`config.mk`:
```
export PLATFORM = sky130hd
export DESIGN_NAME = lpc_synth
export DESIGN_NICKNAME = d
export VERILOG_FILES = /design/src/rtl/lpc_pkg.sv /design/src/rtl/lpc_excite.sv /design/src/rtl/lpc_synth.sv
export SDC_FILE = /design/constraint.sdc
export NUM_CORES = 2
export LEC_CHECK = 0
export ABC_AREA = 1
export CAP_MARGIN = 30
export CORE_UTILIZATION = 43
export CTS_CLUSTER_SIZE = 8
export DETAILED_ROUTE_END_ITERATION = 10
export PLACE_DENSITY_LB_ADDON = 0.12
export SLEW_MARGIN = 20
export SYNTH_ARGS = -nofsm -noshare
export SYNTH_HDL_FRONTEND = slang
export SYNTH_SLANG_ARGS = --single-unit
```
`constraint.sdc`:
```
create_clock -name clk -period 8.1 [get_ports clk]
set_input_delay 0.81 -clock clk [delete_from_list [all_inputs] [get_ports clk]]
set_output_delay 0.81 -clock clk [all_outputs]
set_load 0.05 [all_outputs]
```
`src/rtl/lpc_pkg.sv`:
```
// Shared LPC constants, FSM encoding and arithmetic helpers used by the
// synthesis datapath and the encoder-side blocks.
package lpc_pkg;

  localparam int CW        = 16;
  localparam int DW        = 16;
  localparam int AW        = 36;
  localparam int LPC_ORDER = 10;
  localparam int Q_FRAC    = 12;
  localparam int NSHIFT    = 3;
  localparam logic [15:0] LFSR_SEED = 16'hACE1;

  typedef enum logic [1:0] {
    ST_IDLE = 2'd0,
    ST_EXC  = 2'd1,
    ST_MAC  = 2'd2,
    ST_SAT  = 2'd3
  } state_e;

  // Fibonacci LFSR, taps 16,14,13,11
  function automatic logic [15:0] lfsr_next(input logic [15:0] s);
    return {s[0] ^ s[2] ^ s[3] ^ s[5], s[15:1]};
  endfunction

  function automatic logic signed [DW-1:0] sat_dw(input logic signed [AW-Q_FRAC-1:0] t);
    logic signed [DW-1:0] r;
    if (t > 24'sd32767) begin
      r = 16'sh7FFF;
    end else if (t < -24'sd32768) begin
      r = 16'sh8000;
    end else begin
      r = t[DW-1:0];
    end
    return r;
  endfunction

endpackage

```
`src/rtl/lpc_excite.sv`:
```
// Excitation source: pitch pulse train when voiced, attenuated LFSR noise
// otherwise. e_o is registered on the accepting strobe and valid during EXC.
module lpc_excite
  import lpc_pkg::*;
(
  input  logic                 clk,
  input  logic                 rst,
  input  logic                 step_i,
  input  logic                 voiced_i,
  input  logic [15:0]          period_i,
  input  logic signed [DW-1:0] gain_i,
  output logic signed [DW-1:0] e_o
);

  logic [15:0]          lfsr_q;
  logic [15:0]          cnt_q;
  logic                 vprev_q;
  logic signed [DW-1:0] e_q;
  logic [15:0]          cnt_s;
  logic [15:0]          cnt_d;
  logic signed [DW-1:0] e_d;

  // Excitation value and next period count for the sample being accepted
  always_comb begin
    if (voiced_i && !vprev_q) begin
      cnt_s = 16'd0;
    end else begin
      cnt_s = cnt_q;
    end
    if (voiced_i && (period_i >= 16'd2)) begin
      if (cnt_s == 16'd0) begin
        e_d = gain_i;
      end else begin
        e_d = 16'sd0;
      end
    end else begin
      e_d = $signed(lfsr_q) >>> NSHIFT;
    end
    if (period_i < 16'd2) begin
      cnt_d = 16'd0;
    end else if (cnt_s >= (period_i - 16'd1)) begin
      cnt_d = 16'd0;
    end else begin
      cnt_d = cnt_s + 16'd1;
    end
  end

  // Noise, pitch and excitation state advance once per accepted sample
  always_ff @(posedge clk) begin
    if (rst) begin
      lfsr_q  <= LFSR_SEED;
      cnt_q   <= 16'd0;
      vprev_q <= 1'b0;
      e_q     <= 16'sd0;
    end else if (step_i) begin
      lfsr_q  <= lfsr_next(lfsr_q);
      cnt_q   <= cnt_d;
      vprev_q <= voiced_i;
      e_q     <= e_d;
    end
  end

  assign e_o = e_q;

endmodule

```
`src/rtl/lpc_synth.sv`:
```
// LPC synthesis filter: 10th-order all-pole IIR driven by lpc_excite,
// one shared MAC per sample, saturating 16-bit output.
module lpc_synth
  import lpc_pkg::*;
(
  input  logic                 clk,
  input  logic                 rst,
  input  logic                 v,
  input  logic                 frame_v,
  input  logic signed [CW-1:0] A0,
  input  logic signed [CW-1:0] A1,
  input  logic signed [CW-1:0] A2,
  input  logic signed [CW-1:0] A3,
  input  logic signed [CW-1:0] A4,
  input  logic signed [CW-1:0] A5,
  input  logic signed [CW-1:0] A6,
  input  logic signed [CW-1:0] A7,
  input  logic signed [CW-1:0] A8,
  input  logic signed [CW-1:0] A9,
  input  logic signed [CW-1:0] A10,
  input  logic                 voiced,
  input  logic [15:0]          freq_count,
  input  logic signed [DW-1:0] gain,
  output logic signed [DW-1:0] y,
  output logic                 vout,
  output logic                 busy,
  output logic                 overrun
);

  state_e               state_q, state_d;
  logic signed [CW-1:0] a_in_s  [1:LPC_ORDER];
  logic signed [CW-1:0] sel_a_s [1:LPC_ORDER];
  logic signed [CW-1:0] st_a_q  [1:LPC_ORDER];
  logic signed [CW-1:0] act_a_q [1:LPC_ORDER];
  logic signed [DW-1:0] hist_q  [1:LPC_ORDER];
  logic                 st_voiced_q, sel_voiced_s;
  logic [15:0]          st_fc_q, sel_fc_s;
  logic signed [DW-1:0] st_gain_q, sel_gain_s;
  logic signed [AW-1:0] acc_q;
  logic [3:0]           k_q;
  logic signed [DW-1:0] y_q;
  logic                 vout_q, overrun_q;
  logic                 busy_s, accept_s;
  logic signed [DW-1:0] e_s;
  logic signed [2*CW-1:0] coef_ext_s, hist_ext_s, prod_s;
  logic signed [DW-1:0] sat_s;
  logic                 a0_unused_s;

  assign a0_unused_s = ^A0;
  assign a_in_s[1] = A1;  assign a_in_s[2] = A2;  assign a_in_s[3] = A3;
  assign a_in_s[4] = A4;  assign a_in_s[5] = A5;  assign a_in_s[6] = A6;
  assign a_in_s[7] = A7;  assign a_in_s[8] = A8;  assign a_in_s[9] = A9;
  assign a_in_s[10] = A10;

  // A frame arriving with the strobe takes effect for that same sample
  always_comb begin
    if (frame_v) begin
      for (int i = 1; i <= LPC_ORDER; i++) sel_a_s[i] = a_in_s[i];
      sel_voiced_s = voiced;
      sel_fc_s     = freq_count;
      sel_gain_s   = gain;
    end else begin
      for (int i = 1; i <= LPC_ORDER; i++) sel_a_s[i] = st_a_q[i];
      sel_voiced_s = st_voiced_q;
      sel_fc_s     = st_fc_q;
      sel_gain_s   = st_gain_q;
    end
  end

  lpc_excite u_excite (
    .clk      (clk),
    .rst      (rst),
    .step_i   (accept_s),
    .voiced_i (sel_voiced_s),
    .period_i (sel_fc_s),
    .gain_i   (sel_gain_s),
    .e_o      (e_s)
  );

  assign coef_ext_s = {{CW{act_a_q[k_q][CW-1]}}, act_a_q[k_q]};
  assign hist_ext_s = {{DW{hist_q[k_q][DW-1]}}, hist_q[k_q]};
  assign prod_s     = coef_ext_s * hist_ext_s;
  assign sat_s      = sat_dw(acc_q[AW-1:Q_FRAC]);

  // FSM state register
  always_ff @(posedge clk) begin
    if (rst) begin
      state_q <= ST_IDLE;
    end else begin
      state_q <= state_d;
    end
  end

  // FSM next state
  always_comb begin
    state_d = state_q;
    case (state_q)
      ST_IDLE: if (v) state_d = ST_EXC; else state_d = ST_IDLE;
      ST_EXC:  state_d = ST_MAC;
      ST_MAC:  if (k_q == 4'd10) state_d = ST_SAT; else state_d = ST_MAC;
      ST_SAT:  state_d = ST_IDLE;
      default: state_d = ST_IDLE;
    endcase
  end

  // FSM outputs
  always_comb begin
    busy_s   = 1'b1;
    accept_s = 1'b0;
    case (state_q)
      ST_IDLE: begin
        busy_s   = 1'b0;
        accept_s = v;
      end
      default: busy_s = 1'b1;
    endcase
  end

  // Frame staging, active coefficients, MAC accumulator, history and outputs
  always_ff @(posedge clk) begin
    if (rst) begin
      for (int i = 1; i <= LPC_ORDER; i++) begin
        st_a_q[i]  <= 16'sd0;
        act_a_q[i] <= 16'sd0;
        hist_q[i]  <= 16'sd0;
      end
      st_voiced_q <= 1'b0;
      st_fc_q     <= 16'd0;
      st_gain_q   <= 16'sd0;
      acc_q       <= 36'sd0;
      k_q         <= 4'd1;
      y_q         <= 16'sd0;
      vout_q      <= 1'b0;
      overrun_q   <= 1'b0;
    end else begin
      vout_q <= 1'b0;
      if (frame_v) begin
        for (int i = 1; i <= LPC_ORDER; i++) st_a_q[i] <= a_in_s[i];
        st_voiced_q <= voiced;
        st_fc_q     <= freq_count;
        st_gain_q   <= gain;
      end
      if (v && busy_s) overrun_q <= 1'b1;
      case (state_q)
        ST_IDLE: begin
          if (accept_s) begin
            for (int i = 1; i <= LPC_ORDER; i++) act_a_q[i] <= sel_a_s[i];
          end
        end
        ST_EXC: begin
          acc_q <= {{(AW-DW-Q_FRAC){e_s[DW-1]}}, e_s, {Q_FRAC{1'b0}}};
          k_q   <= 4'd1;
        end
        ST_MAC: begin
          acc_q <= acc_q - {{(AW-2*CW){prod_s[2*CW-1]}}, prod_s};
          k_q   <= k_q + 4'd1;
        end
        ST_SAT: begin
          y_q    <= sat_s;
          vout_q <= 1'b1;
          for (int i = LPC_ORDER; i >= 2; i--) hist_q[i] <= hist_q[i-1];
          hist_q[1] <= sat_s;
        end
        default: k_q <= 4'd1;
      endcase
    end
  end

  assign y       = y_q;
  assign vout    = vout_q;
  assign busy    = busy_s;
  assign overrun = overrun_q;

endmodule

```
Yosys cells after proc, flatten, opt, wreduce, memory -nomap -nowiden
Memory sizes are Yosys's and may differ from the RTL's. A register that Yosys moved wholly into a read port is not among the register bits.
Cells that the tools add are included.
{"block": "op_classes", "n_addsub": 4, "multipliers": 1, "div": 0, "n_lt_le_gt_ge": 5, "eq_ne": 4, "shift": 0, "n_mux": 64, "bitwise": 33, "n_reduce_logical": 7}
{"operator": "two-way mux 16 bit", "count": 39}
{"operator": "two-way mux 160 bit", "count": 1}
{"operator": "one-hot mux 36 bit (2 select lines)", "count": 1}
{"operator": "subtractor 36 bit", "count": 1}
{"operator": "multiplier 16 x 16 -> 32 bit", "count": 1}
{"operator": "bitwise OR 1 bit", "count": 30}
{"operator": "> comparator 24 x 16 -> 1 bit (second input constant)", "count": 1}
{"operator": "less-than comparator 24 x 16 -> 1 bit (second input constant)", "count": 1}
{"operator": "two-way mux 1 bit", "count": 17}
{"operator": "adder 16 x 1 -> 16 bit (second input constant)", "count": 1}
{"operator": ">= comparator 16 bit", "count": 1}
{"operator": ">= comparator 16 x 2 -> 1 bit (second input constant)", "count": 1}
{"operator": "zero test 16 bit", "count": 1}
{"operator": "less-than comparator 16 x 2 -> 1 bit (second input constant)", "count": 1}
{"operator": "two-way mux 4 bit", "count": 4}
{"operator": "subtractor 16 x 1 -> 16 bit (second input constant)", "count": 1}
{"operator": "one-hot mux 2 bit (4 select lines)", "count": 1}
{"operator": "one-hot mux 4 bit (2 select lines)", "count": 1}
{"operator": "adder 4 x 1 -> 4 bit (second input constant)", "count": 1}
{"operator": "equality test 2 bit (second input constant)", "count": 2}
{"operator": "equality test 4 bit (second input constant)", "count": 1}
{"operator": "logical AND 1 bit", "count": 3}
{"operator": "bitwise XOR 1 bit", "count": 3}
{"operator": "equality test 2 x 1 -> 1 bit (second input constant)", "count": 1}
{"operator": "3 further kinds", "count": 3}
{"block": "word_totals", "ff_bits": 142, "latchBits": 0, "mem_bits_rw": 480, "rom_bits": 0, "in_bits": 213, "out_inout_bits": 19, "word_cells": 134, "mem_count": 3}
{"name": "act_a_q", "depth": 10, "width": 16, "rd": 1, "rd_ports_with_merged_regs": 1, "wr": 10, "line_no": "lpc_synth.sv:34", "rtl": "logic signed [CW-1:0] act_a_q [1:LPC_ORDER];"}
{"name": "hist_q", "depth": 10, "width": 16, "rd": 10, "rd_ports_with_merged_regs": 1, "wr": 10, "line_no": "lpc_synth.sv:35", "rtl": "logic signed [DW-1:0] hist_q [1:LPC_ORDER];"}
{"name": "st_a_q", "depth": 10, "width": 16, "rd": 10, "rd_ports_with_merged_regs": 0, "wr": 10, "line_no": "lpc_synth.sv:33", "rtl": "logic signed [CW-1:0] st_a_q [1:LPC_ORDER];"}

Longest topological paths before layout
{"block": "logic_depth", "word_depth": 7, "mapped_depth": 51, "depth_no_buf": 48}

Hierarchy
Synthesis repeated with hierarchy kept, for this count alone.
{"block": "unflattened", "hier_cells": 4985, "hier_area_um2": 41466.0}
{"module": "lpc_synth", "n_inst": 1, "cells_per_inst": 4461, "area_each_um2": 38094.0, "seq_area_each_um2": 16355.7}
{"module": "lpc_excite", "n_inst": 1, "cells_per_inst": 524, "area_each_um2": 3372.0, "seq_area_each_um2": 980.9}

Worst setup path after synthesis
Ideal clock, no wire load.
{"block": "synth_path", "path_type": "reg2reg", "startpoint": "register with a tool-made name", "endpoint": "register acc_q[34]", "setup_ps": 132, "arrival_ps": 7954, "t_required_ps": 7968, "path_slack_ps": 14, "path_stages_with_launch": 41, "path_buffers": 4, "period_less_slack_ps": 8086, "cell_sequence": "dfxtp_1 -> buf_2 -> buf_2 -> buf_1 -> a21oi_1 -> o22ai_1 -> clkbuf_1 -> nand2_1 -> fa_1 -> fa_1 -> inv_1 -> fa_1 -> fa_1 -> fa_1 -> inv_1 -> fa_1 -> inv_1 -> ha_1 -> [... 5 more ...] -> o21bai_1 -> nand2_1 -> nand2_1 -> a21oi_1 -> xor2_1 -> ha_1 -> nand2_1 -> nor2_1 -> inv_1 -> or2_2 -> nand4_1 -> nand3_1 -> nand2_1 -> nand2_1 -> nand2_1 -> nand2_1 -> nand3_1 -> a21oi_1"}
{"item": "end signal, assigned", "line_no": "lpc_synth.sv:151", "rtl": "acc_q <= {{(AW-DW-Q_FRAC){e_s[DW-1]}}, e_s, {Q_FRAC{1'b0}}};"}
{"item": "end signal, assigned", "line_no": "lpc_synth.sv:155", "rtl": "acc_q <= acc_q - {{(AW-2*CW){prod_s[2*CW-1]}}, prod_s};"}
{"item": "end, declared", "line_no": "lpc_synth.sv:39", "rtl": "logic signed [AW-1:0] acc_q;"}

==> run metrics <==
CTS buffer count=89; fin worst setup slack=-0.235 ns; clock tree from TritonCTS=yes; Synth Flop Type=edfxtp_1; Worst Setup End Kind=flip-flop; sequential element share of the synthesized area=42.2%; Critical Path RT=8.68 ns; Net Sw Frac=41.3%; largest net degree at the start of global routing=122; post-synthesis instance area=0.0411 mm²; count of H-tree levels built during CTS=3; total inserted antenna cells=0; Min Clock Period, post-route=8.33 ns; list of most frequent post-synthesis cells=1070 x inv_1, 946 x nand2_1, 560 x nor2_1; largest driver fanout on the critical path=8; internal power contribution=12.1 mW; cell with the most instances after synthesis=inv_1; clock network power share=16.9%; CTS hold repair buffers=0; accumulated negative setup slack=-1.42 ns; setup repair after global routing missed its margin=yes; buffers added on ports=215; post-layout power=20.7 mW; Rel. slew slack=34.0%; initial DRC count=2504; warnings from Yosys=0; Yosys top cell area share=35.1%; vias after detailed routing=32600; Worst Path Class, Setup=reg2reg; CTS root buf=clkbuf_16; final worst path period share=103%; achievable frequency=120 MHz; grt total ovfl=0; Hold Path Class=reg2reg; number of maximum-capacitance constraint violations=0; Hold Vio Cnt, Final=0; EDFF count, synth=480; antenna violations before repair=1; Die Ht=311 µm; Clock Latency Late Sink=0.67 ns; gate count of the mapped netlist=4868; effective utilization at floorplan=43.3%; Filler cells=8872; synth-to-layout area growth=25.4%; Slew Viols, Final=0; first-pass GRT wire length=177000 µm; via count of the first global-routing pass=32700; row count=113; overall die area=0.0968 mm²; core box area=0.0949 mm²; half-perimeter wire length after detailed placement=80300 µm; number of nets at the end of the flow=5975; power per unit of standard cell area=401 mW/mm²; share of layout cells above drive strength 1=16.4%; post-layout instance count excluding filler cells=6673; CP max stage delay=0.54 ns; Worst path slowest cell=fa_1; startpoint kind of the worst setup timing path=flip-flop; share of power burned in combinational logic=64.5%; post-synth net total=5483; library cell occupying the most area in the post-synthesis netlist=edfxtp_1; Clock Sinks=626; total global-route track usage=23.0%; overall die width=311 µm; leakage power=24.8 nW; switching power total=8.53 mW; number of top-level pins=232; register clock-pin slew on the reported worst setup and hold paths=0.05 ns; Setup violations, final=9; data arrival time of the worst path=8.92 ns; share of synthesized flip-flops with an asynchronous set or reset=0%; average size of a mapped cell=8.44 µm²; detail-routed via count per cell=4.89; violations in the final reports=negative setup slack; final WL=111000 µm; Worst Clk Skew=0.0347 ns; unique cell type count in the Yosys netlist=65; number of iterations in the first detailed-routing pass=5; Bufs on Longest Clock Path=3; global placement routability congestion=0.874; #FFs+latches synth=626; top cells by area, synth=edfxtp_1 35%, fa_1 13%, inv_1 9.8%; cell total after placement=6468; result of the run=complete, but fails checks; routed len/inst=16.7 µm; antenna-violating nets left=0; Remaining DRCs=0; worst hold slack=0.454 ns; portion of total power attributed to sequential cells=18.5%; transition time at the pin with the least slew margin=0.984 ns; VDD IR max=0.000523 V
## cell usage in the layout (no fill, tap or decap), drive strengths merged, types with 11 or more instances in the layout
cell type and n:
xor2 38, mux2i 11, a21oi 193, clkbuf 135, o22ai 61, nand4 17, fa 263, a211oi 14
edfxtp 480, nor2 571, o211ai 16, clkdlybuf4s50 213, a221oi 13, nand2 953, buf 405, o21ai 410
clkinv 14, xnor2 25, inv 1086, or2 32, dfxtp 146, nor3 23, a31o 17, ha 139
a31oi 28, nand3 50
## power by group through the flow
stage	Sequential [mW]	Combinational, mW	Clock (mW)
final	3.83	13.3	3.50
after global routing	3.85	14.7	3.70
after CTS	3.83	11.4	3.57
after detailed placement	3.89	10.8	0
after global placement	3.88	10.8	0
after floorplan	3.88	6.32	0
## sequential cells by signal, summed over array words and instances, names as in the netlist, 2 cells and up, named ones only
register	count
st_gain_q	16
u_excite.cnt_q	16
st_a_q	160
st_fc_q	16
y	16
k_q	4
act_a_q	160
u_excite.e_o	16
u_excite.lfsr_q	16
acc_q	36
state_q	2
hist_q	160
## cell families after synthesis
group	count (synthesis)	synth area share, %
AO/OA/AOI/OAI	800	10.9
XOR/XNOR	63	1.36
adder cells (fa/ha/maj)	402	17.0
buffers and inverters	1314	12.2
flip-flops	626	42.2
multiplexers	11	0.268
AND/OR/NAND/NOR	1652	16.0
## layout make-up
class	count	area, µm²	area share [%]
repair buffers	624	5930	11.5
well taps	1265	1580	3.07
flip-flops and latches	626	17300	33.6
clock buffers	130	2390	4.64
inverters	1090	4120	8.00
clock inverters	9	196	0.381
repair inverters	1	11.3	0.0218
multi-input cells	2928	20000	38.8
## final timing paths
check | startpoint | end | slack (ns) | cells past startpoint
min reg2reg | u_excite.cnt_q[15] | u_excite.cnt_q[15] | 0.45 | 2
max reg2reg | flip-flop | acc_q[35] | -0.23 | 44
max | flip-flop | acc_q[35] | -0.23 | 44
min | u_excite.cnt_q[15] | u_excite.cnt_q[15] | 0.45 | 2
## stage by stage
| step | setup slack, ns | cell area, µm² | util [%] |
|---|---|---|---|
| final | -0.235 | 51600 | 54.4 |
| after global routing | -0.656 | 51600 | 54.4 |
| after CTS | -0.278 | 49900 | 52.6 |
| after detailed placement | -0.701 | 46700 | 49.2 |
| after global placement | -0.610 | 46700 | 49.2 |
| after floorplan | 0.0138 | 41100 | - |
## worst max-delay path: cells and delay by family, from the launching register on
family	cells	cell delay, ns
compound gates	14	2.07
xor+xnor	1	0.22
fa+ha+maj	8	3.67
buf+inv	13	1.26
flops	1	0.39
simple gates	8	0.63
## layer usage
metal / vias up / wire length (µm) / track usage [%] / share of wire, %
met2: 674 / 51200 / 36.9 / 46
met4: 2 / 2160 / 5.22 / 1.9
met3: 117 / 5440 / 3.46 / 4.9
met5: - / 13 / 0 / 0.012
met1: 15700 / 52400 / 32.9 / 47
li1: 16200 / - / - / -
## repair_timing
item / CTS / global route
gates cloned: 7 / 6
pin swaps: 21 / 179
endpoints found under the setup margin: 20 / 23
buffers inserted: 16 / 38
resized for setup: 100 / 374
No activity file was read; power rests on OpenSTA's default activity.
